<file path="config.mk">
export PLATFORM = sky130hd
export DESIGN_NAME = key_word_loader
export DESIGN_NICKNAME = d
export VERILOG_FILES = /design/src/rtl/key_pkg.sv /design/src/rtl/key_word_loader.sv
export SDC_FILE = /design/constraint.sdc
export NUM_CORES = 1
export LEC_CHECK = 0
export BUFFER_PORTS_ARGS = -buffer_cell sky130_fd_sc_hd__buf_2
export CAP_MARGIN = 0
export CORE_AREA = 2 2 213 215
export DETAILED_ROUTE_END_ITERATION = 10
export DIE_AREA = 0 0 215 217
export PLACE_DENSITY = 0.69
export SLEW_MARGIN = 40
export SYNTH_ARGS = -nofsm -noshare
export SYNTH_HDL_FRONTEND = slang
export SYNTH_SLANG_ARGS = --single-unit
export TNS_END_PERCENT = 20
</file>
<file path="constraint.sdc">
create_clock -name iClk -period 39.3 [get_ports iClk]
set_input_delay 1.965 -clock iClk [delete_from_list [all_inputs] [get_ports iClk]]
set_output_delay 1.965 -clock iClk [all_outputs]
set_load 0.02 [all_outputs]
</file>
<file path="src/rtl/key_pkg.sv">
// Shared definitions for the key loading path: default geometry, the
// loader state encoding and the word-to-slice mapping that the encrypt
// engine's key slicer also uses.
package key_pkg;

   localparam int KEY_WIDTH_DEF  = 512;
   localparam int WORD_WIDTH_DEF = 32;

   typedef enum logic {
      ST_FILL = 1'b0,
      ST_FULL = 1'b1
   } key_state_e;

   // Map the arrival position of a word (0 = first word of the key) onto
   // the slice of the key register it occupies.
   function automatic int unsigned slice_index(
      input int unsigned count,
      input int unsigned num_words,
      input bit          msw_first
   );
      if (msw_first) begin
         return num_words - 1 - count;
      end
      return count;
   endfunction

endpackage

</file>
<file path="src/rtl/key_word_loader.sv">
// Key word loader: packs a stream of WORD_WIDTH-bit words into a
// KEY_WIDTH-bit key, presents it with a valid flag and holds it until the
// cipher core acknowledges it. Supports abort/clear and back-to-back re-key.
module key_word_loader
   import key_pkg::*;
#(
   parameter int KEY_WIDTH  = KEY_WIDTH_DEF,
   parameter int WORD_WIDTH = WORD_WIDTH_DEF,
   parameter bit MSW_FIRST  = 1'b0,
   localparam int NUM_WORDS = KEY_WIDTH / WORD_WIDTH,
   localparam int CNT_W     = $clog2(NUM_WORDS + 1)
) (
   input  logic                  iClk,
   input  logic                  iRst,
   input  logic [WORD_WIDTH-1:0] iWord,
   input  logic                  iWord_valid,
   output logic                  oWord_ready,
   input  logic                  iClear,
   input  logic                  iKey_ack,
   output logic [KEY_WIDTH-1:0]  oKey,
   output logic                  oKey_valid,
   output logic [CNT_W-1:0]      oWord_count
);

   // Width of a bit offset into the key register.
   localparam int OFF_W = (KEY_WIDTH > 1) ? $clog2(KEY_WIDTH) : 1;

   // A key must split into a whole, non-zero number of words.
   if (KEY_WIDTH == 0 || WORD_WIDTH == 0 || (KEY_WIDTH % WORD_WIDTH) != 0) begin : g_bad_geometry
      $fatal(1, "key_word_loader: KEY_WIDTH must be a non-zero multiple of WORD_WIDTH");
   end

   key_state_e           state_q, state_d;
   logic [CNT_W-1:0]     cnt_q, cnt_d;
   logic [KEY_WIDTH-1:0] key_q, key_d;
   logic                 accept;
   logic [OFF_W-1:0]     slice_base;

   // Ready depends only on registered state and the abort input, never on
   // iWord_valid, so upstream can safely wait on it.
   assign oWord_ready = (state_q == ST_FILL) && !iClear;
   assign accept      = iWord_valid && oWord_ready;

   assign oKey        = key_q;
   assign oKey_valid  = (state_q == ST_FULL);
   assign oWord_count = cnt_q;

   // Next-state, counter and slice write; clear beats ack beats accept.
   always_comb begin
      // NOTE: every signal written here gets a default first so no path
      // leaves it unassigned, which would otherwise infer a latch.
      state_d    = state_q;
      cnt_d      = cnt_q;
      key_d      = key_q;
      slice_base = OFF_W'(slice_index(32'(cnt_q), NUM_WORDS, MSW_FIRST) * WORD_WIDTH);

      if (iClear) begin
         state_d = ST_FILL;
         cnt_d   = '0;
         key_d   = '0;
      end else if (state_q == ST_FULL) begin
         // Key is frozen; only an acknowledge releases it. Old contents stay
         // in place until the next fill overwrites them slice by slice.
         if (iKey_ack) begin
            state_d = ST_FILL;
            cnt_d   = '0;
         end
      end else if (accept) begin
         key_d[slice_base +: WORD_WIDTH] = iWord;
         cnt_d = cnt_q + CNT_W'(1);
         if (cnt_q == CNT_W'(NUM_WORDS - 1)) begin
            state_d = ST_FULL;
         end
      end
   end

   // State, count and key registers with asynchronous reset.
   always_ff @(posedge iClk or posedge iRst) begin
      if (iRst) begin
         state_q <= ST_FILL;
         cnt_q   <= '0;
         key_q   <= '0;
      end else begin
         // NOTE: sequential state uses non-blocking assignments so every
         // register samples the pre-edge values, independent of order.
         state_q <= state_d;
         cnt_q   <= cnt_d;
         key_q   <= key_d;
      end
   end

endmodule

</file>
==> impl_metrics.tcl <==
set metrics [dict create \
    status "complete, no violations" \
    fin_tns_setup_ns 0 \
    insertion_delay_ns 0.59 \
    final_antenna_net_count 0 \
    syn_inst 1867 \
    timing.rr.start "oWord_count[0]$_DFFE_PP0P_" \
    power_mw 1.124 \
    cts_max_path_buffers 3 \
    grt_pass1_vias 16829 \
    grt_pass1_wl_mm 110.2 \
    fill_cells 3894 \
    cp-start-kind "input port" \
    hold_buffers 0 \
    cts_root_buffer "clkbuf_16" \
    syn_avg_cell_area_sq_um 10.91 \
    setup_slack_ns 34.59 \
    timing.fmax_mhz 212.2 \
    io_buffers 555 \
    syn_nets 1909 \
    final_max_slew_viol_count 0 \
    vias_per_cell 6.013 \
    crit_chain "clkbuf_8 -> nor2_1 -> buf_2" \
    hp-class "reg -> reg" \
    die_y_um 217 \
    max-slew-margin-rel_pct 44.48 \
    finalClockSkew_ns 0.01577 \
    placed_cells 2832 \
    synth_edf_count 0 \
    antenna_found_initial 0 \
    ioPinCount 556 \
    worstSetupPathType "in -> out" \
    final_common_cell "buf_2" \
    grt_overflow 0 \
    rsz0062_at_grt "no" \
    hold_ws_ns 0.4854 \
    wire_per_inst_um 25.79 \
    finalCriticalPeriod_ns 4.713 \
    cp.arrival_ns 2.75 \
    timing.final.crit_share_pct 11.99 \
    drive_above_1_share_pct 31.12 \
    crit_slowest_cell "clkbuf_8" \
    crit_required_ns 37.33 \
    design.core.area_sq_mm 0.04470 \
    hpwl_mm 48.73 \
    end_kind "output pin" \
    clock-sinks 518 \
    rows 78 \
    cts_setup_buffers 0 \
    hold_violations 0 \
    drtIter0Drc 1950 \
    worstPathMaxFanout 89 \
    yosysUniqueCellTypes 47 \
    grt_use_total_pct 31.65 \
    synth-async-reset-ratio_pct 100.0 \
    firstDrtPassIters 5 \
    ir_worst_vdd_mv 0.03118 \
    yosys_warnings 0 \
    startpoint "iClear" \
    start_util_pct 45.56 \
    synth_seq_cells 518 \
    stdcell_count 2931 \
    cts_resized 0 \
    multi_input_area_sq_mm 0.006519 \
    tightestPinTransition_ns 0.8328 \
    cts_buffers 52 \
    critPathMaxStageDelay_ns 0.50 \
    gp_congestion 0.8569 \
    die_w_um 215 \
    min_from "oKey[360]$_DFFE_PP0P_" \
    fin_nets 2329 \
    area_growth_syn_to_layout_pct 24.29 \
    dr_total_vias 17625 \
    p_leak_nw 12.73 \
    cts_htree_levels 2 \
    powerDensity_mw_per_mm2 44.42 \
    dieArea_sq_mm 0.04666 \
    grt_max_degree 165 \
    maxCapViolations 0 \
    synthFlopType "dfrtp_1" \
    syn_area_sq_mm 0.02036 \
    wl_mm 75.60 \
    cts_tree "built" \
    path_buf_inv 2 \
    setup_violations 0 \
    post-place-ws_ns 34.57 \
    seq_area_frac_synth_pct 63.66 \
    cts.clk_slew.worst_paths_ns 0.06 \
    seqCellArea_sq_mm 0.01296 \
    drc 0 \
    path_delay_family "buffers and inverters" \
    layout_common_cells "buf_2 (554), nand2_1 (520), dfrtp_1 (518)" \
]
-- registers in the layout, indices dropped and copies added, names as in the netlist --
register and flops:
oKey 512, oWord_count 5, oKey_valid 1
-- worst register-to-register path, cell delays in order (launching register included) --
cell,delay [ns]
dfrtp_1,0.58
inv_1,0.18
ha_1,0.35
or2_2,0.37
or2_1,0.23
mux2i_1,0.48
and2_2,0.42
buf_4,0.61
a32o_1,0.32
-- synth_stat cells (2+ instances only) --
library cell	instances	area share (%)
nand2_1	520	9.6
dfrtp_1	518	64
a21oi_1	263	6.5
a32o_1	244	12
clkbuf_1	144	2.7
buf_2	37	0.91
buf_1	32	0.59
a32o_2	12	0.66
nor2_1	12	0.22
buf_4	10	0.37
buf_6	6	0.33
nor2b_1	6	0.18
ha_1	5	0.31
a31oi_1	4	0.12
and2_1	4	0.12
and3_1	4	0.12
inv_1	4	0.074
o21ai_0	3	0.074
or2_2	3	0.092
a21o_1	2	0.074
mux2i_1	2	0.098
nand2b_1	2	0.061
nand3_1	2	0.049
nand4_1	2	0.061
o21a_1	2	0.074
o22a_1	2	0.086
or2_1	2	0.061
-- cells by family after synthesis --
logic type,count (synthesis),share of synthesized area (%)
AO/OA/AOI/OAI,540,19.88
XOR/XNOR,1,0.04302
adder cells (fa/ha/maj),5,0.3072
buffers and inverters,234,4.946
flip-flops,518,63.66
multiplexers,2,0.09831
AND/OR/NAND/NOR,567,11.07
-- metal layers --
metal  vias up  share of wire [%]  GRT usage (%)
li1       7412                  -              -
met2       999                 47          49.36
met1      9007                 39          42.30
met4         0                5.3          15.52
met3       207                9.1          6.946
met5         -                  0              0
-- final timing paths --
path | slack (ns) | cells past startpoint | endpoint
max in group asynchronous | 35.79 | 5 | oKey[323]$_DFFE_PP0P_
min in group asynchronous | 1.47 | 2 | oKey[418]$_DFFE_PP0P_
hold reg to reg | 0.49 | 1 | oKey[360]$_DFFE_PP0P_
setup reg to reg | 35.67 | 8 | oKey[288]$_DFFE_PP0P_
setup / recovery | 34.59 | 3 | oWord_ready
hold / removal | 0.49 | 1 | oKey[360]$_DFFE_PP0P_
-- metrics by stage --
step                utilization [%]  instance area, sq um
floorplan                         -                 20360
global placement              52.00                 23240
detailed placement            52.54                 23480
CTS                           56.55                 25280
global route                  56.62                 25310
finish                        56.63                 25310
-- power by group --
group,switching (mW),leakage [nW],internal (mW),total [mW]
Sequential,0.00235,7.23,0.536,0.539
Clock,0.211,0.892,0.304,0.515
Combinational,0.0582,4.61,0.0122,0.0704
Total,0.272,12.7,0.853,1.12
-- layout make-up --
type | instances | share of cell area [%]
antenna | 1 | 0.009887
clock buffer | 78 | 6.244
clock inverter | 19 | 0.8404
inverter | 5 | 0.1236
multi-input combinational | 1115 | 25.76
sequential | 518 | 51.21
tap | 600 | 2.966
timing repair buffer | 595 | 12.85
Power figures use the tool's default switching activity.
